## src/rtl/lc3b_types.sv

```systemverilog
// Shared LC-3b memory-side types plus the state encoding and select constants of the L2 arbiter.
package lc3b_types;

    typedef logic [127:0] lc3b_mem_data;

    typedef enum logic [1:0] {
        ARB_IDLE    = 2'd0,
        ARB_SERVE_I = 2'd1,
        ARB_SERVE_D = 2'd2
    } arb_state_t;

    localparam logic ARB_SEL_I = 1'b0;
    localparam logic ARB_SEL_D = 1'b1;

    // Saturating increment for the 4-bit data-burst counter.
    function automatic logic [3:0] sat_inc4(input logic [3:0] value);
        return (value == 4'hF) ? value : value + 4'd1;
    endfunction

endpackage

```

## src/rtl/arb_perf_counters.sv

```systemverilog
// Grant and conflict event counters for the L2 arbiter; only built when ARB_PERF_CNT_EN is defined.
`ifdef ARB_PERF_CNT_EN
module arb_perf_counters (
    input  logic        clk,
    input  logic        rst_n,
    input  logic        start_i,
    input  logic        start_d,
    input  logic        conflict,
    output logic [15:0] perf_i_grants,
    output logic [15:0] perf_d_grants,
    output logic [15:0] perf_conflict_cycles
);

    logic [15:0] i_grants_r;
    logic [15:0] d_grants_r;
    logic [15:0] conflict_r;

    // Free-running wrapping event counters.
    always_ff @(posedge clk or negedge rst_n) begin
        if (!rst_n) begin
            i_grants_r <= 16'd0;
            d_grants_r <= 16'd0;
            conflict_r <= 16'd0;
        end else begin
            if (start_i) begin
                i_grants_r <= i_grants_r + 16'd1;
            end
            if (start_d) begin
                d_grants_r <= d_grants_r + 16'd1;
            end
            if (conflict) begin
                conflict_r <= conflict_r + 16'd1;
            end
        end
    end

    assign perf_i_grants        = i_grants_r;
    assign perf_d_grants        = d_grants_r;
    assign perf_conflict_cycles = conflict_r;

endmodule
`endif

```

## src/rtl/arbiter_resp_ctrl.sv

```systemverilog
// Ownership FSM and response return path for the I/D-cache to L2 arbiter.
// Defining ARB_PERF_CNT_EN adds grant/conflict performance counter ports.
module arbiter_resp_ctrl
    import lc3b_types::*;
#(
    parameter int MAX_D_BURST = 4
) (
    input  logic         clk,
    input  logic         rst_n,
    input  logic         i_pmem_read,
    input  logic         i_pmem_write,
    input  logic         d_pmem_read,
    input  logic         d_pmem_write,
    input  logic         l2_mem_resp,
    input  lc3b_mem_data l2_mem_rdata,
    output logic         arbiter_sel,
    output logic         i_pmem_resp,
    output lc3b_mem_data i_pmem_rdata,
    output logic         d_pmem_resp,
    output lc3b_mem_data d_pmem_rdata
`ifdef ARB_PERF_CNT_EN
    ,
    output logic [15:0]  perf_i_grants,
    output logic [15:0]  perf_d_grants,
    output logic [15:0]  perf_conflict_cycles
`endif
);

    localparam logic [3:0] MAX_BURST_C = 4'(MAX_D_BURST);

    arb_state_t state_r;
    logic [3:0] burst_cnt_r;
    logic       i_req_s;
    logic       d_req_s;
    logic       grant_valid_s;
    logic       grant_d_s;

    assign i_req_s = i_pmem_read | i_pmem_write;
    assign d_req_s = d_pmem_read | d_pmem_write;

    // Arbitration: D wins unless I is waiting and D has used up its burst allowance.
    always_comb begin
        grant_valid_s = 1'b0;
        grant_d_s     = 1'b0;
        if (d_req_s && !(i_req_s && (burst_cnt_r >= MAX_BURST_C))) begin
            grant_valid_s = 1'b1;
            grant_d_s     = 1'b1;
        end else if (i_req_s) begin
            grant_valid_s = 1'b1;
            grant_d_s     = 1'b0;
        end else begin
            grant_valid_s = 1'b0;
            grant_d_s     = 1'b0;
        end
    end

    // Ownership FSM; a dropped request never aborts, only l2_mem_resp ends a transaction.
    always_ff @(posedge clk or negedge rst_n) begin
        if (!rst_n) begin
            state_r     <= ARB_IDLE;
            burst_cnt_r <= 4'd0;
        end else begin
            case (state_r)
                ARB_IDLE: begin
                    if (grant_valid_s) begin
                        state_r <= grant_d_s ? ARB_SERVE_D : ARB_SERVE_I;
                    end else begin
                        state_r <= ARB_IDLE;
                    end
                end
                ARB_SERVE_I: begin
                    if (l2_mem_resp) begin
                        state_r     <= ARB_IDLE;
                        burst_cnt_r <= 4'd0;
                    end else begin
                        state_r <= ARB_SERVE_I;
                    end
                end
                ARB_SERVE_D: begin
                    if (l2_mem_resp) begin
                        state_r     <= ARB_IDLE;
                        burst_cnt_r <= i_req_s ? sat_inc4(burst_cnt_r) : 4'd0;
                    end else begin
                        state_r <= ARB_SERVE_D;
                    end
                end
                default: begin
                    state_r     <= ARB_IDLE;
                    burst_cnt_r <= 4'd0;
                end
            endcase
        end
    end

    // Select and zero-latency response steering; the non-owner always sees zeros.
    always_comb begin
        arbiter_sel  = ARB_SEL_I;
        i_pmem_resp  = 1'b0;
        i_pmem_rdata = '0;
        d_pmem_resp  = 1'b0;
        d_pmem_rdata = '0;
        case (state_r)
            ARB_IDLE: begin
                arbiter_sel = grant_d_s ? ARB_SEL_D : ARB_SEL_I;
            end
            ARB_SERVE_I: begin
                arbiter_sel  = ARB_SEL_I;
                i_pmem_resp  = l2_mem_resp;
                i_pmem_rdata = l2_mem_rdata;
            end
            ARB_SERVE_D: begin
                arbiter_sel  = ARB_SEL_D;
                d_pmem_resp  = l2_mem_resp;
                d_pmem_rdata = l2_mem_rdata;
            end
            default: begin
                arbiter_sel = ARB_SEL_I;
            end
        endcase
    end

`ifdef ARB_PERF_CNT_EN
    logic start_i_s;
    logic start_d_s;
    logic conflict_s;

    assign start_i_s  = (state_r == ARB_IDLE) & grant_valid_s & ~grant_d_s;
    assign start_d_s  = (state_r == ARB_IDLE) & grant_valid_s & grant_d_s;
    assign conflict_s = i_req_s & d_req_s & (state_r != ARB_IDLE);

    arb_perf_counters u_perf (
        .clk                  (clk),
        .rst_n                (rst_n),
        .start_i              (start_i_s),
        .start_d              (start_d_s),
        .conflict             (conflict_s),
        .perf_i_grants        (perf_i_grants),
        .perf_d_grants        (perf_d_grants),
        .perf_conflict_cycles (perf_conflict_cycles)
    );
`endif

endmodule

```

## config.mk

```make
export PLATFORM = sky130hd
export DESIGN_NAME = arbiter_resp_ctrl
export DESIGN_NICKNAME = d
export VERILOG_FILES = /design/src/rtl/lc3b_types.sv /design/src/rtl/arb_perf_counters.sv /design/src/rtl/arbiter_resp_ctrl.sv
export SDC_FILE = /design/constraint.sdc
export NUM_CORES = 1
export LEC_CHECK = 0
export CELL_PAD_IN_SITES_DETAIL_PLACEMENT = 1
export CELL_PAD_IN_SITES_GLOBAL_PLACEMENT = 2
export CORE_ASPECT_RATIO = 1.75
export CORE_MARGIN = 10
export CORE_UTILIZATION = 10
export DETAILED_ROUTE_END_ITERATION = 10
export HOLD_SLACK_MARGIN = 0.15
export PLACE_DENSITY = 0.95
export SYNTH_ARGS = -nofsm -noshare
export SYNTH_HDL_FRONTEND = slang
export SYNTH_SLANG_ARGS = --single-unit
```

## constraint.sdc

```tcl
create_clock -name clk -period 1.3 [get_ports clk]
set_input_delay 0.26 -clock clk [delete_from_list [all_inputs] [get_ports clk]]
set_output_delay 0.26 -clock clk [all_outputs]
set_load 0.03 [all_outputs]
```

==> flow_summary.ini <==
[clock_tree]
clockRootBuffer = clkbuf_16
cts_sinks = 6
cts_hold_buf = 0
htree_num_levels = 1
cts_tree = built
clock_latency_ps = 240
clockBufferDepth = 2
cts.clk_slew.worst_paths_ps = 40
cts_buffers = 3

[layout]
stdcell_count = 992
n_antenna_cell = 0
drive_above_1_share = 0.778
area_growth_pct = 261
nNetsFinal = 877
final_area_um2 = 7620
final_cell_mix = 149 x buf_6, 139 x and2_2, 134 x clkdlybuf4s50_1
final_common_cell = buf_6

[floorplanning]
die_h_um = 212
die_area_um2 = 27500
coreArea_um2 = 20800
die_w_um = 130
start_util = 0.101
io_pins = 394
num_rows = 70

[logic_synthesis]
synth.area.top_cells = and2_1 77%, dfrtp_1 7.1%, buf_2 5.7%
ys_warn_count = 0
synth-seq-cells = 6
synth_top_cell_by_area = and2_1
synth_top_area_share = 0.765
netlist_instances = 323
synth_seq_area_share = 0.0712
synth_cell_types = 24
syn-cell-area_um2 = 2110
syn_avg_cell_area_um2 = 6.53
synth_nets = 459

[pwr]
p_per_area_nw_per_um2 = 1850
p_leak_nw = 3.66
ir_worst_vdd_uv = 1270

[placed_design]
dp.cells = 962
io_buffer_count = 393
dp_slack_ps = -346
place_area_um2 = 6460
post-dp-hpwl_um = 15800
globalplace.congestion = 0.768

[detailed_routing]
wl_per_cell_um = 21.6
initialDrtViolationCount = 81
wl_um = 21400
drt_pass1_iterations = 4
viasPerCell = 3.94
via_count = 3907
ant_nets = 0
drc = 0

[setup_path]
cp-end-kind = output pin
timing.critical_path.arrival_ps = 1560
worst_setup_path_start_kind = flip-flop
worstSetupPathType = flip-flop to output pin
cp_max_fo = 9
worst_ep_required_time_ps = 1040

[global_routing]
grt_pass1_vias = 4162
track_usage = 0.120
antenna_found_initial = 1
grt_pass1_wl_um = 25900
grt_overflow = 0
grt_max_degree = 71

[sta]
report.final.slew_viol_count = 0
layout_min_cycle_time_ps = 1820
hold_viol = 0
fmax_ghz = 0.551
max-slew-margin-rel = 0.748
grt_setup_unrepaired = yes
tightestPinTransition_ps = 374
tns_ps = -119250
setup_violations = 264
timing.final.ws_setup_ps = -516
holdWs_ps = 266
clock_skew_ps = 3.97
period_share = 1.40

[min_path]
min_path_type = input pin to asynchronous set/reset pin

[flow_run]
drv_cap = 0

[outcome]
outcome = finished with violations
violations = setup timing
## cells by family (layout without fill, tap and decap cells)
kind of cell / Yosys count / count (layout) / synth area share
AOI/OAI and AO/OA: 14 / 14 / 0.0445
adders and majority gates: 2 / 2 / 0.0113
buffers and inverters: 30 / 447 / 0.0676
DFF: 6 / 6 / 0.0712
muxes: 1 / 1 / 0.00534
and+or+nand+nor: 270 / 270 / 0.800
## worst paths after layout
path / cells after the start / slack (ps) / start / to
min in group clk: 2 / 630 / burst_cnt_r[1] / burst_cnt_r[1]
setup / recovery: 5 / -520 / state_r[1] / i_pmem_rdata[101]
hold / removal: 1 / 270 / rst_n / burst_cnt_r[1]
setup reg to reg: 5 / -280 / state_r[0] / burst_cnt_r[0]
max in group asynchronous: 1 / 800 / rst_n / state_r[0]
hold reg to reg: 2 / 630 / burst_cnt_r[1] / burst_cnt_r[1]
## metal layers
layer / GRT usage / vias up / wire (um)
met2: 0.240 / 247 / 12300
met4: 0.0121 / 2 / 185
met3: 0.0501 / 11 / 2310
met1: 0.111 / 1823 / 6620
li1: - / 1824 / -
met5: 0 / - / 13
## report_power, final
part           total (mW)  internal, mW  switching [mW]
clock               0.527         0.408           0.119
combinational        13.3          6.46            6.85
sequential          0.285         0.246          0.0392
## metrics by stage
step	power, mW	util
global route	14.8	0.365
CTS	13.0	0.334
global placement	11.3	0.310
finish	14.1	0.365
floorplan	7.26	-
detailed placement	11.4	0.310
## critical path, stage by stage (launching register included)
cell and delay (ps):
dfrtp_1 380, and2b_4 300, buf_12 160, buf_6 170, and2_2 150, buf_4 150
## cell type report
class	instances	area [um2]
clock buffer	4	78.8
fill	2403	13200
inverter	2	7.51
multi-input combinational	287	2300
sequential	6	151
tap	252	315
timing repair buffer	441	4770
## sequential cells by signal, summed over array words and instances, names as in the netlist
register	count
burst_cnt_r	4
state_r	2
## synth_stat cells (all sizes together)
master / instances
o211ai: 2
inv: 2
nor2b: 1
o311ai: 1
a21oi: 6
a41oi: 1
nand3: 2
a211o: 1
dfrtp: 6
and4: 1
o21ai: 1
a22o: 1
ha: 1
and2: 258
o41ai: 1
or2: 2
and2b: 1
nand2: 1
buf: 24
nand2b: 2
maj3: 1
clkbuf: 4
nor2: 2
mux2: 1
## timing repair
item,in CTS,in global routing
pin swaps,18,6
endpoints found under the setup margin,264,265
gates resized for setup,81,99
gates cloned,3,13
buffers inserted,7,3
(Power assumes the default switching activity.)
